$ cat src/rtl/exc_pkg.sv
// rtl/exc_pkg.sv - shared state and syndrome definitions for the exception controller
package exc_pkg;

  typedef enum logic [1:0] {
    RUN     = 2'd0,
    HANDLER = 2'd1,
    HALT    = 2'd2
  } exc_state_e;

  localparam logic [3:0] ESR_NONE     = 4'h0;
  localparam logic [3:0] ESR_ILLEGAL  = 4'h1;
  localparam logic [3:0] ESR_IRQ      = 4'h2;
  localparam logic [3:0] ESR_ERET_RUN = 4'h3;
  localparam logic [3:0] ESR_DFAULT   = 4'hF;

endpackage

$ cat src/rtl/flopre.sv
// rtl/flopre.sv - N-wide register with synchronous active-high reset and load enable
module flopre #(
  parameter int N = 64
) (
  input  logic         clk,
  input  logic         reset,
  input  logic         en,
  input  logic [N-1:0] d,
  output logic [N-1:0] q
);

  // Reset clears, enable loads, otherwise hold.
  always_ff @(posedge clk) begin
    if (reset)   q <= '0;
    else if (en) q <= d;
  end

endmodule

$ cat src/rtl/exc_ctrl.sv
// rtl/exc_ctrl.sv - fetch exception redirect sequencer (interrupt path enabled by EXC_IRQ_EN)
module exc_ctrl
  import exc_pkg::*;
#(
  parameter int          N        = 64,
  parameter logic [63:0] VEC_BASE = 64'hD8
) (
  input  logic         clk,
  input  logic         reset,
  input  logic         exc_illegal_i,
  input  logic         eret_i,
  input  logic         irq_i,
  input  logic [N-1:0] imem_addr_F,
  input  logic [N-1:0] NextPC_F,
  output logic         EProc_F,
  output logic [N-1:0] EVAddr_F,
  output logic [N-1:0] elr_o,
  output logic [3:0]   esr_o,
  output logic         in_handler_o
);

  exc_state_e   state_q, state_d;
  logic         irq_pend_q;
  logic         irq_take;
  logic         elr_en, esr_en;
  logic [N-1:0] elr_d;
  logic [3:0]   esr_d;

`ifdef EXC_IRQ_EN
  logic irq_pend_d;

  // A new pulse wins over the clear from taking the previous request.
  always_comb begin
    irq_pend_d = irq_i | (irq_pend_q & ~irq_take);
  end

  // Pending interrupt flag; repeated pulses collapse into one request.
  always_ff @(posedge clk) begin
    if (reset) irq_pend_q <= 1'b0;
    else       irq_pend_q <= irq_pend_d;
  end
`else
  logic irq_unused;
  assign irq_unused = irq_i | irq_take;
  assign irq_pend_q = 1'b0;
`endif

  // Handler-mode state register.
  always_ff @(posedge clk) begin
    if (reset) state_q <= RUN;
    else       state_q <= state_d;
  end

  // Next state, redirect outputs and ELR/ESR load controls.
  always_comb begin
    state_d  = state_q;
    EProc_F  = 1'b0;
    EVAddr_F = '0;
    elr_en   = 1'b0;
    elr_d    = imem_addr_F;
    esr_en   = 1'b0;
    esr_d    = ESR_NONE;
    irq_take = 1'b0;
    unique case (state_q)
      RUN: begin
        if (exc_illegal_i || eret_i || irq_pend_q) begin
          EProc_F  = 1'b1;
          EVAddr_F = VEC_BASE[N-1:0];
          elr_en   = 1'b1;
          esr_en   = 1'b1;
          state_d  = HANDLER;
          if (exc_illegal_i) begin
            esr_d = ESR_ILLEGAL;
          end else if (eret_i) begin
            esr_d = ESR_ERET_RUN;
          end else begin
            // Interrupts resume at the instruction fetch would have taken next.
            elr_d    = NextPC_F;
            esr_d    = ESR_IRQ;
            irq_take = 1'b1;
          end
        end
      end
      HANDLER: begin
        if (exc_illegal_i) begin
          // Double fault: freeze the PC where it faulted.
          EProc_F  = 1'b1;
          EVAddr_F = imem_addr_F;
          esr_en   = 1'b1;
          esr_d    = ESR_DFAULT;
          state_d  = HALT;
        end else if (eret_i) begin
          EProc_F  = 1'b1;
          EVAddr_F = elr_o;
          state_d  = RUN;
        end
      end
      HALT: begin
        EProc_F  = 1'b1;
        EVAddr_F = imem_addr_F;
      end
      default: begin
        state_d = RUN;
      end
    endcase
  end

  flopre #(.N(N)) u_elr (
    .clk   (clk),
    .reset (reset),
    .en    (elr_en),
    .d     (elr_d),
    .q     (elr_o)
  );

  flopre #(.N(4)) u_esr (
    .clk   (clk),
    .reset (reset),
    .en    (esr_en),
    .d     (esr_d),
    .q     (esr_o)
  );

  assign in_handler_o = (state_q == HANDLER);

endmodule

$ cat config.mk
export PLATFORM = sky130hd
export DESIGN_NAME = exc_ctrl
export DESIGN_NICKNAME = d
export VERILOG_FILES = /design/src/rtl/exc_pkg.sv /design/src/rtl/flopre.sv /design/src/rtl/exc_ctrl.sv
export SDC_FILE = /design/constraint.sdc
export NUM_CORES = 1
export LEC_CHECK = 0
export CORE_MARGIN = 2
export CORE_UTILIZATION = 44
export CTS_BUF_LIST = sky130_fd_sc_hd__clkbuf_8
export DETAILED_ROUTE_END_ITERATION = 8
export PLACE_DENSITY = 0.94
export REMOVE_ABC_BUFFERS = 1
export SLEW_MARGIN = 20
export SYNTH_ARGS = -nofsm -noshare
export SYNTH_HDL_FRONTEND = slang
export SYNTH_HIERARCHICAL = 1
export SYNTH_SLANG_ARGS = --single-unit
$ cat constraint.sdc
create_clock -name clk -period 3.3 [get_ports clk]
set_clock_uncertainty 0.15 [all_clocks]
set_input_delay 0.495 -clock clk [delete_from_list [all_inputs] [get_ports clk]]
set_output_delay 0.495 -clock clk [all_outputs]
set_load 0.005 [all_outputs]
==> impl_metrics.toml, run 1 <==
[run_status]
outcome = "completed"

[critical_path]
cp.arrival_ns = 2.44
endpoint_kind = "output pin"
required_ns = 2.65
crit_chain = "inv_6, nand2_1, a221oi_1, clkdlybuf4s50_1"
critical-path-max-stage-delay_ns = 0.60
cp_max_fo = 66
path_class = "register to output pin"
cp_slowest_cell = "inv_6"
startpoint_type = "register"

[synth]
synth_area_leaders = "dfxtp_1 29%, o31ai_2 15%, mux2i_1 15%"
synth_top_flop_cell = "dfxtp_1"
yosys.area.top_type_share = 0.290
synthCells = 534
synth_common_cells = "72 x mux2i_1, 71 x nor2_1, 70 x dfxtp_1"
synth_seq_cells = 70
async_flop_share = 0
ys_types = 27
synth_edf_count = 0
yosys.area.top_type = "dfxtp_1"
ys_seq_area_frac = 0.290
synth_most_common_cell = "mux2i_1"
syn_area_um2 = 4830
ys_warn_count = 6
synth_area_per_cell_um2 = 9.05

[timing]
slew_violations = 0
worstMarginPinSlew_ns = 0.792
relSlewSlack = 0.472
setup_ws_ns = 0.214
fin_crit_sh = 0.935
final-hold-violation-count = 0
fin_crit_ns = 3.09
rsz0062_at_grt = "false"
whs_ns = 0.373
setup_viol = 0
fmax_mhz = 324

[clocking]
hold_buffers = 0
cts_tree = "done"
cts_resized = 0
clkTransAtPathRegs_ns = 0.07
postCtsSetupBuffers = 0
clkLatencyLatePin_ns = 0.33
cts.htree.levels = 3
clockBufferDepth = 2
root_buffer = "clkbuf_8"
cts_sinks = 70
cts_buffers = 9

[grt]
antenna_found_initial = 0
grt-ovfl-total = 0
grt_usage = 0.210
grt_max_degree = 67
grt_pass1_wl_um = 20000
grt_pass1_vias = 4118

[place]
gp_congestion = 0.746
preCtsSetupSlack_ns = 0.310
io_buffers = 201
dp_hpwl_um = 8990
place_area_um2 = 6270

[cells_and_area]
layout-drive-gt1-share = 0.140
area_growth_pct = 33.3
seq_area_um2 = 1410
multi_input_area_um2 = 2560
finish.utilization = 0.597
diodes = 0
filler_cell_count = 870
fin_area_um2 = 6440
nNetsFinal = 773

[power_and_ir_drop]
pwr_density_cell_nw_per_um2 = 410
p_leak_nw = 2.47
finalPower_mw = 2.64
worst_ir_drop_vdd_v = 0.000262

[floorplan]
die_h_um = 109
core_area_um2 = 10800
boundaryPins = 267
start_util = 0.448
die_w_um = 109
rows = 38
die_area_um2 = 11800

[route]
drtAntennaViolNets = 0
drt_wl_total_um = 13100
dr.first_iter.drc_count = 291
via_per_inst = 5.52
drc = 0
drt-pass1-iter-count = 5
wl_per_cell_um = 16.7
vias = 4323

[job]
drv_cap = 0

[min_path]
hp-class = "register to register"
==> metal layers <==
metal,share of wire,GRT usage
met4,0.012,0.0687
met5,0,0
met1,0.41,0.242
met2,0.50,0.372
met3,0.074,0.0616
==> sequential cells by signal, indices dropped and copies added (netlist names) <==
name and cells:
state_q 2, u_esr/q 4, u_elr/q 64
==> placed cells by master (no fill, tap or decap), types with 4 or more instances in the layout <==
| master | netlist | layout |
|---|---|---|
| a221oi_1 | 4 | 4 |
| o31ai_2 | 59 | 59 |
| mux2i_1 | 72 | 72 |
| nor2_1 | 71 | 71 |
| buf_4 | 2 | 8 |
| nand2_1 | 66 | 66 |
| a22oi_1 | 59 | 59 |
| dfxtp_1 | 70 | 69 |
| a21oi_1 | 5 | 5 |
| clkdlybuf4s50_1 | 0 | 199 |
| clkbuf_8 | 22 | 12 |
==> final cells by class <==
| cell class | count | area share |
|---|---|---|
| clock inverters | 2 | 0.00136 |
| clock buffers | 12 | 0.0256 |
| flip-flops and latches | 70 | 0.218 |
| multi-input cells | 346 | 0.397 |
| repair buffers | 212 | 0.329 |
| well taps | 140 | 0.0272 |
| inverters | 1 | 0.00136 |
==> cell families (layout without fill, tap and decap cells) <==
logic type | count (synthesis) | after routing | synth area share
and+or+nand+nor | 145 | 145 | 0.118
AOI/OAI and AO/OA | 128 | 128 | 0.259
muxes | 72 | 72 | 0.149
xor gates and xnor gates | 1 | 1 | 0.00181
buffers and inverters | 118 | 227 | 0.182
DFF | 70 | 70 | 0.290
==> through the flow <==
stage	cells	setup TNS, ns
detailed placement	769	0
finish	783	0
CTS	783	0
global route	783	0
global placement	769	0
floorplan	417	-415.29
==> power breakdown <==
part / switching [mW] / internal [mW] / leakage [nW]
clock network: 0.296 / 0.323 / 0.0955
logic: 0.452 / 0.559 / 1.80
registers: 0.0777 / 0.931 / 0.579
total: 0.826 / 1.81 / 2.47
==> final timing paths <==
| path | startpoint | endpoint | slack [ns] | cells after the start |
|---|---|---|---|---|
| setup / recovery | state_q[0]$_SDFFE_PP0P_ | EVAddr_F[6] | 0.21 | 4 |
| hold / removal | u_esr/q[3]$_SDFFE_PP0P_ | u_esr/q[3]$_SDFFE_PP0P_ | 0.37 | 2 |
| setup reg to reg | state_q[0]$_SDFFE_PP0P_ | u_esr/q[1]$_SDFFE_PP0P_ | 1.12 | 5 |
| hold reg to reg | u_esr/q[3]$_SDFFE_PP0P_ | u_esr/q[3]$_SDFFE_PP0P_ | 0.37 | 2 |
==> worst max-delay path: cells and delay by family, from the launching register on <==
kind / cells / cell delay, ns
compound gates: 1 / 0.35
buf+inv: 2 / 1.16
flops: 1 / 0.47
simple gates: 1 / 0.13
Note: power is estimated with default switching activity, not from simulation.
==> inputs of run 2 (changes only) <==
- PLACE_DENSITY: 0.94 -> 0.87
- REMOVE_ABC_BUFFERS: 1 -> default
==> run 2 against run 1 <==
  * Global-route usage about the same
  * Clock-buffer cell count fell by 1
  * Register-to-register slack about the same
  * Cell count rose by 0.51%
  * Sequential cell count unchanged
==> impl_metrics.toml, run 2 (same netlist as run 1, synthesis figures left out) <==
[run_status]
outcome = "completed"

[power_and_ir_drop]
p_clk_frac = 0.259
seq_power_share = 0.370
p_comb_frac = 0.371
pwr_density_cell_nw_per_um2 = 421
internal-power_mw = 1.89
switchingPower_mw = 0.847
p_leak_nw = 2.49
p_sw_frac = 0.309
worst_ir_drop_vdd_v = 0.000218

[clocking]
cts.htree.levels = 3
cts_buffers = 9
cts_tree = "done"
root_buffer = "clkbuf_8"
cts_sinks = 70
hold_buffers = 0
clockBufferDepth = 2
clkTransAtPathRegs_ns = 0.07
postCtsSetupBuffers = 0
clkLatencyLatePin_ns = 0.32
cts_resized = 0

[timing]
relSlewSlack = 0.507
setup_viol = 0
setup_tns_ns = 0
slew_violations = 0
worstMarginPinSlew_ns = 0.740
fmax_mhz = 326
fin_crit_sh = 0.929
fin_crit_ns = 3.07
whs_ns = 0.370
rsz0062_at_grt = "false"
final-hold-violation-count = 0

[cells_and_area]
seq_area_um2 = 1410
largest_register_ffs = 64
regMostFlops = "u_elr/q"
area_growth_pct = 34.5
layout-drive-gt1-share = 0.147
nNetsFinal = 775
diodes = 0
stdcell_count = 787
layout_common_cells = "199 x clkdlybuf4s50_1, 72 x mux2i_1, 71 x nor2_1"
reg.largest.list = "u_elr/q (64), u_esr/q (4), state_q (2)"
final_common_cell = "clkdlybuf4s50_1"
filler_cell_count = 951
multi_input_area_um2 = 2560

[grt]
grt_pass1_wl_um = 20000
grt-ovfl-total = 0
grt_usage = 0.211
antenna_found_initial = 0
grt_max_degree = 65
grt_pass1_vias = 4170

[place]
dp_hpwl_um = 9040
dp_cells = 771
io_buffers = 201
gp_congestion = 0.756

[critical_path]
startpoint_type = "input pin"
required_ns = 2.65
cp_max_fo = 27
r2r_end = "u_esr/q[0]$_SDFFE_PP0P_"
path_class = "input pin to output pin"
worst-r2r-setup-slack_ns = 1.12
ff2ff_path_depth = 6
cp.arrival_ns = 2.42
rr_startpoint = "state_q[0]$_SDFFE_PP0P_"
endpoint_kind = "output pin"

[floorplan]
core_area_um2 = 10800
die_area_um2 = 11800
rows = 38
die_h_um = 109
start_util = 0.448
boundaryPins = 267
die_w_um = 109

[route]
drt-pass1-iter-count = 4
drc = 0
vias = 4253
drt_wl_total_um = 12900
wl_per_cell_um = 16.4
dr.first_iter.drc_count = 301
via_per_inst = 5.40
drtAntennaViolNets = 0

[min_path]
hold_path_depth = 2
min_to = "u_esr/q[1]$_SDFFE_PP0P_"
hp-class = "register to register"
hp-start = "u_esr/q[1]$_SDFFE_PP0P_"

[synth]
syn_nets = 667

[job]
drv_cap = 0
[run 2: changes by cell type in the layout (fill, tap and decap cells not counted)]
cell        before  now
buf_12           3    4
clkbuf_8        12   11
bufinv_16        0    1
buf_4            8    9
clkinvlp_4       0    2
inv_1            1    0
inv_4            0    1
[run 2: through the flow]
step / cell area, um^2 / utilization / total power, mW / worst slack, ns
after global routing: 6500 / 0.602 / 2.88 / 0.145
final: 6500 / 0.602 / 2.74 / 0.235
after global placement: 6290 / 0.583 / 2.02 / 0.274
after floorplan: 4830 / - / 1.64 / 1.41
after CTS: 6500 / 0.602 / 2.76 / 0.237
after detailed placement: 6290 / 0.583 / 2.05 / 0.249
[run 2: area by class of cell]
| cell class | instances | share of cell area |
|---|---|---|
| clock buffer | 11 | 0.0233 |
| sequential | 70 | 0.216 |
| multi-input combinational | 346 | 0.393 |
| clock inverter | 5 | 0.00866 |
| inverter | 1 | 0.00135 |
| timing repair buffer | 214 | 0.331 |
| tap | 140 | 0.0269 |
[run 2: how the worst max path moves through the flow]
stage	from	endpoint	slack [ns]	depth (start not counted)
floorplan	exc_illegal_i	EVAddr_F[0]	1.41	6
global placement	eret_i	EVAddr_F[40]	0.27	6
detailed placement	eret_i	EVAddr_F[43]	0.25	6
CTS	eret_i	EVAddr_F[43]	0.24	6
global route	eret_i	EVAddr_F[50]	0.14	6
finish	eret_i	EVAddr_F[43]	0.23	6
[run 2: power by group through the flow]
stage / combinational [mW] / clock (mW) / sequential, mW
final: 1.02 / 0.708 / 1.01
after CTS: 1.02 / 0.730 / 1.01
after floorplan: 0.631 / 0 / 1.01
after global routing: 1.09 / 0.768 / 1.02
after global placement: 0.992 / 0 / 1.03
after detailed placement: 1.02 / 0 / 1.03
[run 2: critical path, stage by stage]
cell and delay, ns:
clkdlybuf4s50_1 0.49, nor2b_4 0.18, buf_4 0.31, a22oi_1 0.14, o31ai_2 0.24, clkdlybuf4s50_1 0.55
[run 2: metal layers]
metal | wire length (um) | global-route usage
met1 | 5350 | 0.251
met2 | 6470 | 0.376
met3 | 946 | 0.0454
met4 | 143 | 0.0659
met5 | 0 | 0
==> inputs of run 3 (changes only) <==
- CTS_CLUSTER_SIZE: default -> 14
==> results of run 3 <==
The final DEF is identical to that of run 2; final timing and power are the same.
